**config.mk**
```make
export PLATFORM = sky130hd
export DESIGN_NAME = uart_tx_scheduler
export DESIGN_NICKNAME = d
export VERILOG_FILES = /design/src/rtl/uart_ctrl_pkg.sv /design/src/rtl/uart_byte_fifo.sv /design/src/rtl/uart_tx_scheduler.sv
export SDC_FILE = /design/constraint.sdc
export NUM_CORES = 1
export LEC_CHECK = 0
export CORE_MARGIN = 2
export CORE_UTILIZATION = 50
export DETAILED_ROUTE_END_ITERATION = 8
export PLACE_DENSITY = 0.84
export SLEW_MARGIN = 5
export SYNTH_ARGS = -nofsm -noshare
export SYNTH_HDL_FRONTEND = slang
export SYNTH_SLANG_ARGS = --single-unit
```
**constraint.sdc**
```tcl
create_clock -name clk -period 2.23 [get_ports clk]
set_input_delay 0.223 -clock clk [delete_from_list [all_inputs] [get_ports clk]]
set_output_delay 0.223 -clock clk [all_outputs]
set_load 0.1 [all_outputs]
```
**src/rtl/uart_ctrl_pkg.sv**
```systemverilog
// Shared types and defaults for the two-requester UART transmit scheduler.
package uart_ctrl_pkg;

   localparam int unsigned DATA_W          = 8;
   localparam int unsigned BAUD_W          = 3;
   localparam int unsigned CNT_W           = 16;
   localparam int unsigned DEF_FIFO_DEPTH  = 4;
   localparam int unsigned DEF_ACK_TIMEOUT = 7;

   localparam logic [BAUD_W-1:0] BAUD_RESET = 3'd7;

   typedef enum logic [1:0] {
      IDLE,
      ISSUE,
      WAIT_ACK,
      WAIT_DONE
   } state_t;

endpackage

```
**src/rtl/uart_byte_fifo.sv**
```systemverilog
// Synchronous byte FIFO; a pushed byte is visible on dout from the next cycle.
module uart_byte_fifo
   import uart_ctrl_pkg::*;
#(
   parameter int unsigned DEPTH = DEF_FIFO_DEPTH
) (
   input  logic              clk,
   input  logic              reset,
   input  logic [DATA_W-1:0] din,
   input  logic              push,
   input  logic              pop,
   output logic [DATA_W-1:0] dout,
   output logic              full,
   output logic              empty
);

   localparam int unsigned AW = (DEPTH > 1) ? $clog2(DEPTH) : 1;
   localparam int unsigned CW = $clog2(DEPTH + 1);

   logic [DATA_W-1:0] mem [DEPTH];
   logic [AW-1:0]     wr_ptr;
   logic [AW-1:0]     rd_ptr;
   logic [CW-1:0]     count;
   logic              do_push;
   logic              do_pop;

   assign do_push = push & ~full;
   assign do_pop  = pop & ~empty;
   assign full    = (count == CW'(DEPTH));
   assign empty   = (count == '0);
   assign dout    = mem[rd_ptr];

   // Storage needs no reset; occupancy is tracked by count.
   always_ff @(posedge clk) begin
      if (do_push) mem[wr_ptr] <= din;
   end

   always_ff @(posedge clk or posedge reset) begin
      if (reset) begin
         wr_ptr <= '0;
         rd_ptr <= '0;
         count  <= '0;
      end else begin
         if (do_push) wr_ptr <= wr_ptr + AW'(1);
         if (do_pop)  rd_ptr <= rd_ptr + AW'(1);
         if (do_push && !do_pop)      count <= count + CW'(1);
         else if (do_pop && !do_push) count <= count - CW'(1);
      end
   end

endmodule

```
**src/rtl/uart_tx_scheduler.sv**
```systemverilog
// Round-robin scheduler sharing one UART transmitter between two byte requesters,
// with between-byte baud updates, ack timeout detection and a sent-byte counter.
module uart_tx_scheduler
   import uart_ctrl_pkg::*;
#(
   parameter int unsigned FIFO_DEPTH  = DEF_FIFO_DEPTH,
   parameter int unsigned ACK_TIMEOUT = DEF_ACK_TIMEOUT
) (
   input  logic              clk,
   input  logic              reset,
   input  logic [DATA_W-1:0] req0_data,
   input  logic              req0_valid,
   output logic              req0_ready,
   input  logic [DATA_W-1:0] req1_data,
   input  logic              req1_valid,
   output logic              req1_ready,
   input  logic              enable,
   input  logic [BAUD_W-1:0] cfg_baud,
   input  logic              cfg_we,
   output logic [BAUD_W-1:0] baud_select,
   output logic [DATA_W-1:0] Tx_DATA,
   output logic              Tx_WR,
   output logic              Tx_EN,
   input  logic              Tx_BUSY,
   output logic [CNT_W-1:0]  sent_count,
   output logic              err_timeout
);

   localparam int unsigned TW = $clog2(ACK_TIMEOUT + 1);

   state_t            state, state_nxt;
   logic [DATA_W-1:0] dout0, dout1;
   logic              full0, full1, empty0, empty1;
   logic              pop0, pop1;
   logic              grant, grant_sel;
   logic              apply_baud, timeout_hit, byte_done;
   logic              last_grant;
   logic              pending_valid;
   logic [BAUD_W-1:0] pending_baud;
   logic [TW-1:0]     ack_cnt;

   assign req0_ready = ~full0;
   assign req1_ready = ~full1;

   uart_byte_fifo #(.DEPTH(FIFO_DEPTH)) u_fifo0 (
      .clk(clk), .reset(reset), .din(req0_data), .push(req0_valid), .pop(pop0),
      .dout(dout0), .full(full0), .empty(empty0)
   );

   uart_byte_fifo #(.DEPTH(FIFO_DEPTH)) u_fifo1 (
      .clk(clk), .reset(reset), .din(req1_data), .push(req1_valid), .pop(pop1),
      .dout(dout1), .full(full1), .empty(empty1)
   );

   // Next state, arbitration and per-cycle event strobes.
   always_comb begin
      state_nxt   = state;
      grant       = 1'b0;
      grant_sel   = 1'b0;
      pop0        = 1'b0;
      pop1        = 1'b0;
      apply_baud  = 1'b0;
      timeout_hit = 1'b0;
      byte_done   = 1'b0;
      case (state)
         IDLE: begin
            if (pending_valid) begin
               apply_baud = 1'b1;
            end else if (enable && !Tx_BUSY && (!empty0 || !empty1)) begin
               grant     = 1'b1;
               grant_sel = (!empty0 && !empty1) ? ~last_grant : empty0;
               pop0      = ~grant_sel;
               pop1      = grant_sel;
               state_nxt = ISSUE;
            end
         end
         ISSUE: state_nxt = WAIT_ACK;
         WAIT_ACK: begin
            if (Tx_BUSY) begin
               state_nxt = WAIT_DONE;
            end else if (ack_cnt == TW'(ACK_TIMEOUT - 1)) begin
               timeout_hit = 1'b1;
               state_nxt   = IDLE;
            end
         end
         WAIT_DONE: begin
            if (!Tx_BUSY) begin
               byte_done = 1'b1;
               state_nxt = IDLE;
            end
         end
         default: state_nxt = IDLE;
      endcase
   end

   always_ff @(posedge clk or posedge reset) begin
      if (reset) begin
         state         <= IDLE;
         Tx_DATA       <= '0;
         Tx_WR         <= 1'b0;
         Tx_EN         <= 1'b0;
         baud_select   <= BAUD_RESET;
         sent_count    <= '0;
         err_timeout   <= 1'b0;
         last_grant    <= 1'b1;
         pending_valid <= 1'b0;
         pending_baud  <= BAUD_RESET;
         ack_cnt       <= '0;
      end else begin
         state <= state_nxt;
         Tx_WR <= (state_nxt == ISSUE);
         Tx_EN <= enable | (state != IDLE);
         if (grant) begin
            Tx_DATA    <= grant_sel ? dout1 : dout0;
            last_grant <= grant_sel;
         end
         if (apply_baud) baud_select <= pending_baud;
         // A new write wins over the clear that happens when the old value is applied.
         if (cfg_we) begin
            pending_valid <= 1'b1;
            pending_baud  <= cfg_baud;
         end else if (apply_baud) begin
            pending_valid <= 1'b0;
         end
         if (state == ISSUE)                                  ack_cnt <= '0;
         else if (state == WAIT_ACK && !Tx_BUSY && !timeout_hit) ack_cnt <= ack_cnt + TW'(1);
         if (timeout_hit) err_timeout <= 1'b1;
         if (byte_done)   sent_count  <= sent_count + CNT_W'(1);
      end
   end

endmodule
```
==> results by group, run 1 <==
Timing
  – Hold Vio Cnt, Final: 0
  – Fin. max-slew vios: 0
  – Final setup viols: 0
  – Final Critical Period: 2.16 ns
  – Peak Freq: 462 MHz
  – RSZ-0062 raised after global routing: no
  – Tcrit/Tclk final: 97.0%
  – Worst rel slew slack: 54.1%
  – Fin Setup TNS: 0 ns
  – Setup Skew: 0.00823 ns
  – Worst-Margin Slew: 0.687 ns

Clock tree
  – # Post-CTS Setup Buffers: 0
  – Worst-Skew Late Latency: 0.53 ns
  – Clk pin slew, worst setup/hold paths: 0.06 ns
  – CTS Buf Count: 17
  – Clock root cell: clkbuf_8
  – CTS tree: built
  – Htree depth: 4
  – CTS Sinks: 118
  – Longest Clk Path Bufs: 2

Worst setup path
  – Slowest CP cell: dfrtp_2
  – Crit path largest cell delay: 0.45 ns
  – Critical path buffer and inverter count: 2
  – Critical path class: reg2reg
  – Crit-path max FO: 5
  – Critical Path AT: 2.61 ns
  – Crit start category: flip-flop
  – CP Cell Sequence: or3_4 > and4_4 > inv_2 > ha_2 > inv_1 > fa_2 > xor2_1 > nor2_1 > xor2_1
  – Crit-path leading delay family: simple AND/OR/NAND/NOR gates
  – Worst setup EP type: flip-flop
  – Worst endpoint required time: 2.68 ns
  – Most frequent CP cell: xor2_1

Detailed routing
  – Drt wl/cell: 16.9 µm
  – Routed Antenna Nets: 0
  – Initial DRC Count: 118
  – Post-route DRC: 0
  – Vias post-DR: 2904
  – Via density: 5.33
  – Total Wirelength: 9230 µm
  – Drt pass-1 iters: 4

Finish
  – Post-Layout Inst Area: 6300 µm²
  – Nets: 440
  – Inserted Diodes: 0
  – Fin util: 64.8%
  – Fraction of layout cells with a size suffix above 1: 33.0%
  – FILL cells: 713
  – Most frequent cells in the layout: 64 x edfxtp_1, 47 x buf_4, 46 x dfrtp_1
  – Commonest non-fill, non-tap cell in the layout: edfxtp_1
  – Area growth syn-to-layout: 26.2%

Pwr
  – Maximum vdd drop: 1.55 mV
  – Pleak: 2.61 nW
  – Overall power: 0.00898 W
  – Pwr Density: 1420 nW/µm²

Logic synthesis
  – Post-synth EDFFs: 64
  – Ys async rst share: 45.8%
  – Syn nets: 358
  – Synth area leaders: edfxtp_1 38%, dfrtp_1 24%, mux4_2 7.2%
  – Seq/Total Area, Yosys: 65.7%
  – Leading area contributor after synthesis: edfxtp_1
  – Mapped Area: 5000 µm²
  – Synth unique cells: 48
  – Avg Cell Area, Syn: 15.8 µm²
  – Syn. warnings: 0
  – Primary FF master, synth: edfxtp_1
  – Yosys top cell area share: 38.5%
  – Flops & latches, synth: 118
  – Post-synthesis instance total: 317

Hold path
  – Hold WC Path Type: in2reg

Global route
  – Initial antenna violation count: 0
  – Global-route wire length before repair: 15500 µm
  – Vias in the first global route: 3134
  – Largest net degree at the start of global routing: 42
  – Overall Global Routing Usage: 18.8%
  – Grt ovf: 0

Floorplan
  – Die area: 10800 µm²
  – Starting density of the core: 51.4%
  – DIE HEIGHT: 104 µm
  – Rows: 36
  – DIE WIDTH: 104 µm
  – Core area: 9730 µm²
  – Top-level port count: 58

Run
  – Max-cap violations: 0

Placed design
  – Port Buf Inserts: 57
  – Routability Congestion: 0.830
  – Post-place instance area: 5740 µm²
  – DP HPWL: 6300 µm

Status
  – Status: completed
[sequential cells by signal, indices dropped and copies added, names as in the netlist, 3 cells and up]
register,cells
u_fifo0.count,3
sent_count,16
ack_cnt,3
u_fifo1.count,3
Tx_DATA,8
u_fifo1.mem,32
baud_select,3
u_fifo0.mem,32
pending_baud,3
[where the power goes]
group | internal, W | switching [W]
Sequential | 0.00292 | 0.000473
Combinational | 0.00102 | 0.00206
Clock | 0.00141 | 0.00109
[stage by stage]
stage / setup slack, ns / hold WS (ns) / instances
2_1_floorplan: 0.0221 / 0.322 / 317
3_3_place_gp: -0.0841 / 0.459 / 512
3_5_place_dp: -0.140 / 0.463 / 512
4_1_cts: 0.0436 / 0.288 / 545
5_1_grt: 0.00454 / 0.308 / 545
6_report: 0.0660 / 0.296 / 545
[worst paths after layout]
path	endpoint	slack [ns]	start	cells after the start
hold / removal	Tx_EN$_DFF_PP0_	0.30	enable	2
max in group asynchronous	pending_baud[1]$_DFFE_PP1P_	1.11	reset	4
min in group asynchronous	sent_count[3]$_DFFE_PP0P_	0.54	reset	3
hold reg to reg	sent_count[15]$_DFFE_PP0P_	0.47	sent_count[15]$_DFFE_PP0P_	1
setup / recovery	u_fifo1.count[2]$_DFFE_PP0P_	0.07	u_fifo1.count[0]$_DFFE_PP0P_	9
setup reg to reg	u_fifo1.count[2]$_DFFE_PP0P_	0.07	u_fifo1.count[0]$_DFFE_PP0P_	9
[metal layers]
metal	GRT usage, %	up-vias	routed length (µm)
met5	0	-	0
met4	8.30	0	169
met3	4.89	20	444
met2	32.4	79	4830
met1	22.2	1469	3780
li1	-	1336	-
[final cells by class]
class                      count  area, µm²  area share, %
inverter                      13       48.8          0.774
sequential                   118       3280           52.1
tap                          133        166           2.64
multi-input combinational    175       1620           25.7
clock inverter                15        136           2.16
timing repair buffer          74        633           10.0
clock buffer                  17        414           6.57
[cell families after synthesis]
logic type / Yosys count / share of synthesized area [%]
adder cells (fa/ha/maj): 15 / 4.06
buffers and inverters: 24 / 2.35
AND/OR/NAND/NOR: 83 / 9.51
XOR/XNOR: 27 / 4.73
AO/OA/AOI/OAI: 23 / 3.98
flip-flops: 118 / 65.7
multiplexers: 27 / 9.69
[synthesized netlist by cell type (2+ instances only)]
cell / number
a21oi_1: 4
a22oi_2: 6
a32oi_1: 2
and2_0: 2
and3_1: 9
and4_1: 2
buf_1: 2
buf_2: 4
buf_4: 2
buf_6: 2
dfrtp_1: 47
dfstp_2: 7
edfxtp_1: 64
fa_1: 2
ha_1: 13
inv_1: 11
inv_2: 2
mux2_2: 11
mux4_2: 16
nand2_1: 24
nand2b_1: 2
nand3_1: 13
nand4_1: 2
nor2_1: 11
nor3_1: 5
o21ai_0: 2
o22ai_1: 2
or3_1: 3
xnor2_1: 14
xor2_1: 13
[timing repair]
| action | CTS | global route |
|---|---|---|
| setup endpoints to repair | 0 | 1 |
| hold buffers | 1 | 0 |
| hold endpoints to repair | 13 | 0 |
| gates resized for setup | 0 | 1 |
Note: power is estimated with default switching activity, not from simulation.
==> inputs of run 2 (changes only) <==
Settings changed: GPL_ROUTABILITY_DRIVEN set to 0.
==> results of run 2 <==
Same layout as run 1: the final DEF is identical, and so are final timing and power.
==> inputs of run 3 (changes only) <==
Settings changed: TNS_END_PERCENT set to 10.
==> results by group, run 3 (synthesis results as in run 1) <==
Detailed routing
  – Via density: 5.41
  – Total Wirelength: 9600 µm
  – Vias post-DR: 2949
  – Post-route DRC: 0
  – Drt wl/cell: 17.6 µm
  – Drt pass-1 iters: 4
  – Routed Antenna Nets: 0
  – Initial DRC Count: 100

Floorplan
  – DIE HEIGHT: 104 µm
  – DIE WIDTH: 104 µm
  – Starting density of the core: 51.4%
  – Rows: 36
  – Top-level port count: 58
  – Die area: 10800 µm²
  – Core area: 9730 µm²

Clock tree
  – Post-CTS Resized: 0
  – # Post-CTS Setup Buffers: 0
  – Worst-Skew Late Latency: 0.52 ns
  – CTS Buf Count: 17
  – Clk pin slew, worst setup/hold paths: 0.06 ns
  – CTS tree: built
  – Longest Clk Path Bufs: 2
  – Htree depth: 4
  – Clock root cell: clkbuf_8
  – Hold buffers post-CTS: 0
  – CTS Sinks: 118

Timing
  – Setup ws final: 0.150 ns
  – Setup Skew: 0.00796 ns
  – Final setup viols: 0
  – Worst rel slew slack: 52.4%
  – Tcrit/Tclk final: 93.3%
  – Worst-Margin Slew: 0.711 ns
  – Hold Vio Cnt, Final: 0
  – Final Critical Period: 2.08 ns
  – Peak Freq: 481 MHz
  – Fin Setup TNS: 0 ns
  – Fin. max-slew vios: 0
  – RSZ-0062 raised after global routing: no

Hold path
  – Hold WC Path Type: in2async

Finish
  – Final non-filler cell total: 545
  – Area growth syn-to-layout: 26.2%
  – Inserted Diodes: 0
  – Most frequent cells in the layout: 64 x edfxtp_1, 48 x buf_4, 46 x dfrtp_1
  – Nets: 440
  – Fraction of layout cells with a size suffix above 1: 33.5%
  – FILL cells: 732
  – Largest registers: u_fifo0.mem x32, u_fifo1.mem x32, sent_count x16
  – Commonest non-fill, non-tap cell in the layout: edfxtp_1
  – Fin util: 64.8%

Global route
  – Largest net degree at the start of global routing: 35
  – Overall Global Routing Usage: 19.2%
  – Global-route wire length before repair: 15900 µm
  – Initial antenna violation count: 0
  – Grt ovf: 0
  – Vias in the first global route: 3171

Pwr
  – Pleak: 2.62 nW
  – Overall power: 0.00909 W
  – Maximum vdd drop: 1.67 mV
  – Pwr Density: 1440 nW/µm²

Worst setup path
  – Critical Path AT: 2.52 ns
  – Most frequent CP cell: xor2_1
  – Worst endpoint required time: 2.67 ns
  – Slowest CP cell: dfrtp_2
  – Crit-path max FO: 5
  – Crit path largest cell delay: 0.44 ns
  – Crit start category: flip-flop
  – Worst setup EP type: flip-flop
  – Critical path class: reg2reg
  – FF-to-FF Start: u_fifo0.count[0]$_DFFE_PP0P_
  – Crit-path leading delay family: simple AND/OR/NAND/NOR gates
  – Crit path from: u_fifo0.count[0]$_DFFE_PP0P_
  – R2R Setup Slk: 0.15 ns
  – CP Cell Sequence: or3_1 > nand2_2 > ha_1 > inv_1 > fa_1 > xor2_1 > nor2_1 > xor2_1
  – Critical path buffer and inverter count: 1

Run
  – Max-cap violations: 0

Placed design
  – DP HPWL: 6320 µm
  – Placed instance count: 513
  – Port Buf Inserts: 57
  – Pre-CTS setup slack: -0.146 ns

Status
  – Status: completed
## run 3: cell count changes in the layout (fill, tap and decap cells not counted), moves of 2 or more
cell	delta
clkinv_2	+3
clkinv_4	+3
inv_6	-5
nand2_2	+2
## run 3: layout make-up
type                       count  area (µm²)  share of cell area [%]
clock buffer                  17         414                    6.56
tap                          133         166                    2.64
multi-input combinational    175        1620                    25.6
inverter                      13        48.8                   0.774
timing repair buffer          74         631                    10.0
clock inverter                15         148                    2.34
sequential                   118        3280                    52.0
## run 3: worst paths after layout
check | cells past startpoint | endpoint
setup / recovery | 8 | u_fifo0.count[2]$_DFFE_PP0P_
hold / removal | 2 | u_fifo0.wr_ptr[0]$_DFFE_PP0P_
setup reg to reg | 8 | u_fifo0.count[2]$_DFFE_PP0P_
hold reg to reg | 2 | last_grant$_DFFE_PP1P_
max in group asynchronous | 3 | pending_baud[1]$_DFFE_PP1P_
min in group clk | 2 | Tx_EN$_DFF_PP0_
## run 3: per-stage QoR
stage          instance area (µm²)  hold slack [ns]
2_1_floorplan                 5010            0.322
3_3_place_gp                  5740            0.460
4_1_cts                       6300           0.0635
5_1_grt                       6310           0.0985
3_5_place_dp                  5740            0.459
6_report                      6310           0.0518
## run 3: power breakdown
part	internal, W	switching, W	leakage (nW)
Clock	0.00151	0.00106	0.278
Combinational	0.00104	0.00210	1.08
Sequential	0.00293	0.000454	1.26
Total	0.00547	0.00361	2.62
## run 3: metal layers
| layer | vias up | track usage (%) | share of wire, % |
|---|---|---|---|
| met5 | - | 0 | 0 |
| li1 | 1338 | - | - |
| met2 | 76 | 32.6 | 52 |
| met4 | 0 | 7.43 | 1.6 |
| met1 | 1518 | 23.4 | 42 |
| met3 | 17 | 5.08 | 4.4 |
